### config.mk
export PLATFORM = sky130hd
export DESIGN_NAME = io_bus_responder_flat
export DESIGN_NICKNAME = d
export VERILOG_FILES = /design/src/rtl/io_bus_responder_if.sv /design/src/rtl/io_bus_responder.sv /design/src/flat_wrapper.sv
export SDC_FILE = /design/constraint.sdc
export NUM_CORES = 1
export LEC_CHECK = 0
export CORE_MARGIN = 2
export CORE_UTILIZATION = 63
export CTS_CLUSTER_DIAMETER = 100
export CTS_CLUSTER_SIZE = 10
export DETAILED_ROUTE_END_ITERATION = 8
export DONT_BUFFER_PORTS = 1
export PLACE_DENSITY = 0.88
export SLEW_MARGIN = 30
export SYNTH_ARGS = -nofsm -noshare
export SYNTH_HDL_FRONTEND = slang
export SYNTH_SLANG_ARGS = --single-unit
### constraint.sdc
create_clock -name clk -period 2.3 [get_ports clk]
set_input_delay 0.23 -clock clk [delete_from_list [all_inputs] [get_ports clk]]
set_output_delay 0.23 -clock clk [all_outputs]
set_load 0.05 [all_outputs]
### src/rtl/io_bus_responder_if.sv
// io_bus_responder_if
//   CPU-side I/O bus between the processor and the board peripheral responder.
//   io_addr : byte address driven by the CPU
//   io_dout : write data driven by the CPU
//   io_we   : write strobe driven by the CPU
//   io_din  : combinational read data returned by the responder
interface io_bus_responder_if;
  logic [31:0] io_addr;
  logic [31:0] io_dout;
  logic        io_we;
  logic [31:0] io_din;

  modport master (output io_addr, output io_dout, output io_we, input io_din);
  modport slave  (input io_addr, input io_dout, input io_we, output io_din);
endinterface

### src/rtl/io_bus_responder.sv
// io_bus_responder
//   Memory-mapped responder for board peripherals at 0x400: LED register,
//   debounced push-button capture of the switches (valid/overrun flags),
//   rate-limited seven-segment data register and a free-running cycle counter.
//   Reads are combinational; writes commit on the rising edge of clk.
// Ports:
//   clk      : system clock
//   rst      : asynchronous reset, active low
//   bus      : CPU I/O bus (slave side)
//   sw       : board switches (asynchronous)
//   button   : board push-button (asynchronous, bouncing)
//   led      : LED register
//   seg_data : seven-segment display value
//   seg_rdy  : seven-segment register ready for a new value
//
// Seg handshake states:
//   state      | meaning
//   SEG_READY  | seg_rdy=1, next SEG_DATA write is accepted
//   SEG_BUSY   | seg_rdy=0, hold counter running down, writes dropped
module io_bus_responder #(
  parameter int DEBOUNCE_CYCLES = 1000000,
  parameter int SEG_HOLD        = 4
) (
  input  logic                clk,
  input  logic                rst,
  io_bus_responder_if.slave   bus,
  input  logic [7:0]          sw,
  input  logic                button,
  output logic [7:0]          led,
  output logic [31:0]         seg_data,
  output logic                seg_rdy
);

  localparam int DB_W   = (DEBOUNCE_CYCLES > 1) ? $clog2(DEBOUNCE_CYCLES) : 1;
  localparam int HOLD_W = $clog2(SEG_HOLD + 1);
  localparam logic [DB_W-1:0]   DB_LAST   = DB_W'(DEBOUNCE_CYCLES - 1);
  localparam logic [HOLD_W-1:0] HOLD_LOAD = HOLD_W'(SEG_HOLD);

  localparam logic [5:0] OFF_LED      = 6'h00;
  localparam logic [5:0] OFF_SWX_VLD  = 6'h01;
  localparam logic [5:0] OFF_SWX_DATA = 6'h02;
  localparam logic [5:0] OFF_SEG_RDY  = 6'h03;
  localparam logic [5:0] OFF_SEG_DATA = 6'h04;
  localparam logic [5:0] OFF_CNT      = 6'h05;

  typedef enum logic {SEG_READY, SEG_BUSY} seg_state_t;

  logic             sel;
  logic [5:0]       off;
  logic             wr_en;
  logic             wr_led;
  logic             wr_clr;
  logic             wr_seg;

  logic             btn_s1, btn_s2;
  logic [7:0]       sw_s1, sw_s2;
  logic             btn_db;
  logic [DB_W-1:0]  db_cnt;
  logic             db_flip;
  logic             press;

  logic [7:0]       swx_data;
  logic             vld, ovf;
  logic [31:0]      cnt;

  seg_state_t       seg_state, seg_state_nxt;
  logic [HOLD_W-1:0] hold_cnt, hold_nxt;
  logic             seg_load;

  // Only bit 10 and the word offset take part in decode.
  logic unused_addr_bits;
  assign unused_addr_bits = ^{bus.io_addr[31:11], bus.io_addr[9:8], bus.io_addr[1:0]};

  assign sel    = bus.io_addr[10];
  assign off    = bus.io_addr[7:2];
  assign wr_en  = sel & bus.io_we;
  assign wr_led = wr_en && (off == OFF_LED);
  assign wr_clr = wr_en && (off == OFF_SWX_VLD) && bus.io_dout[0];
  assign wr_seg = wr_en && (off == OFF_SEG_DATA);

  // Button and switches share the same synchronizer depth so the captured
  // switch value lines up with the button that caused the press.
  always_ff @(posedge clk or negedge rst) begin
    if (!rst) begin
      btn_s1 <= 1'b0;
      btn_s2 <= 1'b0;
      sw_s1  <= '0;
      sw_s2  <= '0;
    end else begin
      btn_s1 <= button;
      btn_s2 <= btn_s1;
      sw_s1  <= sw;
      sw_s2  <= sw_s1;
    end
  end

  assign db_flip = (btn_s2 != btn_db) && (db_cnt == DB_LAST);
  assign press   = db_flip && btn_s2;

  always_ff @(posedge clk or negedge rst) begin
    if (!rst) begin
      btn_db <= 1'b0;
      db_cnt <= '0;
    end else if (btn_s2 == btn_db) begin
      db_cnt <= '0;
    end else if (db_flip) begin
      btn_db <= btn_s2;
      db_cnt <= '0;
    end else begin
      db_cnt <= db_cnt + DB_W'(1);
    end
  end

  // A press on the same edge as a clear leaves a fresh, non-overrun capture.
  always_ff @(posedge clk or negedge rst) begin
    if (!rst) begin
      swx_data <= '0;
      vld      <= 1'b0;
      ovf      <= 1'b0;
    end else if (press) begin
      swx_data <= sw_s2;
      vld      <= 1'b1;
      ovf      <= wr_clr ? 1'b0 : (ovf | vld);
    end else if (wr_clr) begin
      vld <= 1'b0;
      ovf <= 1'b0;
    end
  end

  always_ff @(posedge clk or negedge rst) begin
    if (!rst) begin
      led <= '0;
      cnt <= '0;
    end else begin
      cnt <= cnt + 32'd1;
      if (wr_led) begin
        led <= bus.io_dout[7:0];
      end
    end
  end

  always_ff @(posedge clk or negedge rst) begin
    if (!rst) begin
      seg_state <= SEG_READY;
      hold_cnt  <= '0;
      seg_data  <= '0;
    end else begin
      seg_state <= seg_state_nxt;
      hold_cnt  <= hold_nxt;
      if (seg_load) begin
        seg_data <= bus.io_dout;
      end
    end
  end

  // Hold counter runs down from SEG_HOLD; ready returns on the edge it hits 0.
  always_comb begin
    seg_state_nxt = seg_state;
    hold_nxt      = hold_cnt;
    seg_load      = 1'b0;
    case (seg_state)
      SEG_READY: begin
        if (wr_seg) begin
          seg_state_nxt = SEG_BUSY;
          hold_nxt      = HOLD_LOAD;
          seg_load      = 1'b1;
        end
      end
      SEG_BUSY: begin
        hold_nxt = hold_cnt - HOLD_W'(1);
        if (hold_cnt == HOLD_W'(1)) begin
          seg_state_nxt = SEG_READY;
        end
      end
      default: begin
        seg_state_nxt = SEG_READY;
        hold_nxt      = '0;
      end
    endcase
  end

  assign seg_rdy = (seg_state == SEG_READY);

  always_comb begin
    bus.io_din = '0;
    if (sel) begin
      case (off)
        OFF_LED:      bus.io_din = {24'b0, led};
        OFF_SWX_VLD:  bus.io_din = {30'b0, ovf, vld};
        OFF_SWX_DATA: bus.io_din = {24'b0, swx_data};
        OFF_SEG_RDY:  bus.io_din = {31'b0, seg_rdy};
        OFF_SEG_DATA: bus.io_din = seg_data;
        OFF_CNT:      bus.io_din = cnt;
        default:      bus.io_din = '0;
      endcase
    end
  end

endmodule
### src/flat_wrapper.sv
// flat-port wrapper written by rule: the top's interface ports become plain ports
module io_bus_responder_flat 
#(
  parameter int DEBOUNCE_CYCLES = 1000000,
  parameter int SEG_HOLD        = 4
)
  (clk, rst, sw, button, led, seg_data, seg_rdy, bus_io_addr, bus_io_dout, bus_io_we, bus_io_din);
  io_bus_responder_if bus_i ();
  input  logic clk;
  input  logic rst;
  input  logic [7:0] sw;
  input  logic button;
  output logic [7:0] led;
  output logic [31:0] seg_data;
  output logic seg_rdy;
  input wire logic [$bits(bus_i.io_addr)-1:0] bus_io_addr;
  input wire logic [$bits(bus_i.io_dout)-1:0] bus_io_dout;
  input wire logic [$bits(bus_i.io_we)-1:0] bus_io_we;
  output wire logic [$bits(bus_i.io_din)-1:0] bus_io_din;
  assign bus_i.io_addr = bus_io_addr;
  assign bus_i.io_dout = bus_io_dout;
  assign bus_i.io_we = bus_io_we;
  assign bus_io_din = bus_i.io_din;
  io_bus_responder #(.DEBOUNCE_CYCLES(DEBOUNCE_CYCLES), .SEG_HOLD(SEG_HOLD)) u_core (.clk(clk), .rst(rst), .bus(bus_i), .sw(sw), .button(button), .led(led), .seg_data(seg_data), .seg_rdy(seg_rdy));
endmodule
==> run summary <==
Via count of the first global-routing pass: 4616
Ports: 149
Crit-path max FO: 3
Post-DRT Antenna Nets: 0
Hold slack: -0.594 ns
Congestion Overflow GR: 0
Cells on worst reg2reg path: 5
Design Area, Final: 0.00701 mm^2
Starting Density: 64.8%
Comb pwr share: 5.9%
Clock Pin Slew Worst Setup and Hold Paths: 0.06 ns
Cells after Synth: 478
Switching Power: 1.49 mW
Arrival time at the worst endpoint: 2.02 ns
Cell Pwr Density: 789 mW/mm^2
Top post-synthesis cells by count: dfrtp_1 (125), mux2_2 (53), nor2_1 (46), a22oi_1 (32), xnor2_1 (28)
DP Area: 0.00600 mm^2
CTS Buf Count: 17
Fin cells: 681
FMAX: 445 MHz
Worst-skew pair later-pin latency: 0.52 ns
Most frequent cell after synthesis: dfrtp_1
Fill count: 469
Worst Setup Path Type: reg -> out
Final total power: 5.53 mW
Static Leak: 3.12 nW
Final Setup Violations: 0
Syn nets: 558
Flop2flop setup slack: 0.32 ns
Initial antenna violation count: 0
Die Ht: 98.7 um
Period utilisation layout: 97.7%
Max IR drop VDD: 0.000546 V
Htree depth: 4
Final net count: 640
Setup Fix Bufs, Post-CTS: 0
Die Width: 98.7 um
Switch share: 26.9%
Pins over their slew limit: 0
Netlist Area Pre-Place: 0.00565 mm^2
Pre-CTS setup slack: 0.329 ns
Worst path max stage delay: 0.58 ns
CP bufs+invs: 1
DP HPWL: 8270 um
Top cells by area, synth: dfrtp_1 (55%), mux2_2 (11%), xnor2_1 (4.3%)
Power Internal: 4.04 mW
Mean Syn Cell Area: 11.8 um^2
I/O Buffers: 0
Clock sinks: 125
Post-synth EDFFs: 0
Setup TNS: 0 ns
CP Depth: 4
CP Launch Point: u_core.seg_data[7]
Pin count of the biggest net entering global routing: 126
Min Tclk post-route: 2.25 ns
Synth warn: 0
Worst Setup EP: bus_io_din[7]
Initial DRC count: 343
Final Core Density: 80.4%
Ys flop type: dfrtp_1
Reg-to-reg startpoint: u_core.db_cnt[0]
Post-synth top area share: 55.4%
Slew @ Worst Pin: 0.638 ns
First-pass GRT wire length: 23300 um
Unrepaired setup endpoints after global routing: no
Sequential share of power: 47.5%
Critical Path End Type: output port
Clk root buf: clkbuf_8
Setup ws final: 0.0518 ns
Synth async-reset ratio: 100%
Clock skew: 0.0102 ns
Core area: 0.00872 mm^2
Post-synthesis cell type count: 47
DR vias/cell: 6.32
Final Hold Viols: 125
Initial DRT Pass Iterations: 7
Synth area leader: dfrtp_1
Outcome: finished with violations
Slew headroom: 57.4%
Failing checks: negative hold slack
TritonCTS clock tree: done
# hold bufs at CTS: 43
Cell Chain, Critical Path: mux2_2 > a22oi_1 > a21oi_1 > buf_4
Vias: 4303
Worst Setup Start Kind: flip-flop
DRC Markers: 0
GRT Total Usage: 30.7%
Dpl cells: 606
Req. time, crit path: 2.07 ns
WL final: 14100 um
Sequential share of the synthesized area: 55.4%
Die area: 0.00974 mm^2
Std cell rows: 34
Placer Congestion: 0.807
Clock share of power: 46.6%
Slowest stage cell, crit path: dfrtp_1
ANT cells: 0
Worst R2R End: u_core.swx_data[7]
Layout cells sized above 1: 24.8%
Max Cap Violations: 0
Layout area overhead: 24.1%
Count of state elements after synthesis: 125
CTS Buffer Depth: 2
Wire per inst: 20.7 um
CP delay by family, top: flip-flops
Hold Path Class: in -> async
flip-flops by register name, summed over array words and instances (netlist names), 3 cells and up:
signal           cells
u_core.cnt          32
u_core.seg_data     32
u_core.db_cnt       20
u_core.led           8
u_core.sw_s1         8
u_core.sw_s2         8
u_core.swx_data      8
u_core.hold_cnt      3
cell type report:
type / instances / area, um^2 / area share, %
flip-flops and latches: 125 / 3130 / 44.7
multi-input cells: 320 / 2380 / 33.9
repair buffers: 86 / 753 / 10.7
clock buffers: 17 / 414 / 5.91
clock inverters: 15 / 163 / 2.32
well taps: 108 / 135 / 1.93
inverters: 10 / 37.5 / 0.535
worst min-delay path by stage:
stage | start | end | slack (ns)
floorplan | rst | u_core.btn_db | -0.07
detailed placement | rst | u_core.seg_data[2] | -0.06
CTS | rst | u_core.seg_data[2] | -0.61
global placement | rst | u_core.led[2] | -0.06
finish | rst | u_core.sw_s2[1] | -0.59
global route | rst | u_core.led[2] | -0.62
per-layer routing:
layer	track usage (%)	vias to the layer above	routed length (um)
met4	15.8	0	479
met1	36.7	2191	5340
met2	51.6	193	7390
met5	0	-	0
li1	-	1872	-
met3	7.73	47	896
power by group through the flow:
| stage | registers (mW) | clock network [mW] | logic, mW |
|---|---|---|---|
| 4_1_cts | 2.62 | 2.60 | 0.316 |
| 2_1_floorplan | 2.63 | 0 | 0.207 |
| 3_5_place_dp | 2.66 | 0 | 0.252 |
| 3_3_place_gp | 2.65 | 0 | 0.229 |
| 5_1_grt | 2.64 | 2.71 | 0.358 |
| 6_report | 2.63 | 2.58 | 0.326 |
worst reg2reg max path: stages (launching register included):
cell	delay [ns]
dfrtp_1	0.38
ha_1	0.37
nand4_1	0.31
nor4_4	0.21
buf_4	0.23
mux2_2	0.36
placed cells by master (no fill, tap or decap), drive strengths merged, types with 3 or more instances in the layout:
master,n
a21oi,13
and3,10
xor2,17
dlygate4sd3,43
nor3,3
o31ai,4
mux2,56
or4,3
nand2,21
nand3,22
nor3b,5
and4,4
buf,43
nor4,3
clkinv,6
clkinvlp,3
o21ai,5
ha,4
nand4,22
clkbuf,17
dfrtp,125
inv,14
and2,5
xnor2,28
nor2,46
a22oi,32
what timing repair did:
action,4_1_cts,5_1_grt
resized for setup,1,3
pin swaps,0,0
hold endpoints to repair,176,125
setup endpoints to repair,1,2
cell families after synthesis:
| group | Yosys count | share of synthesized area [%] |
|---|---|---|
| DFF | 125 | 55.4 |
| muxes | 59 | 11.9 |
| buffers and inverters | 33 | 2.72 |
| AOI/OAI and AO/OA | 60 | 7.24 |
| xor gates and xnor gates | 45 | 6.98 |
| and+or+nand+nor | 152 | 14.9 |
| adders and majority gates | 4 | 0.886 |
(Power assumes the default switching activity.)
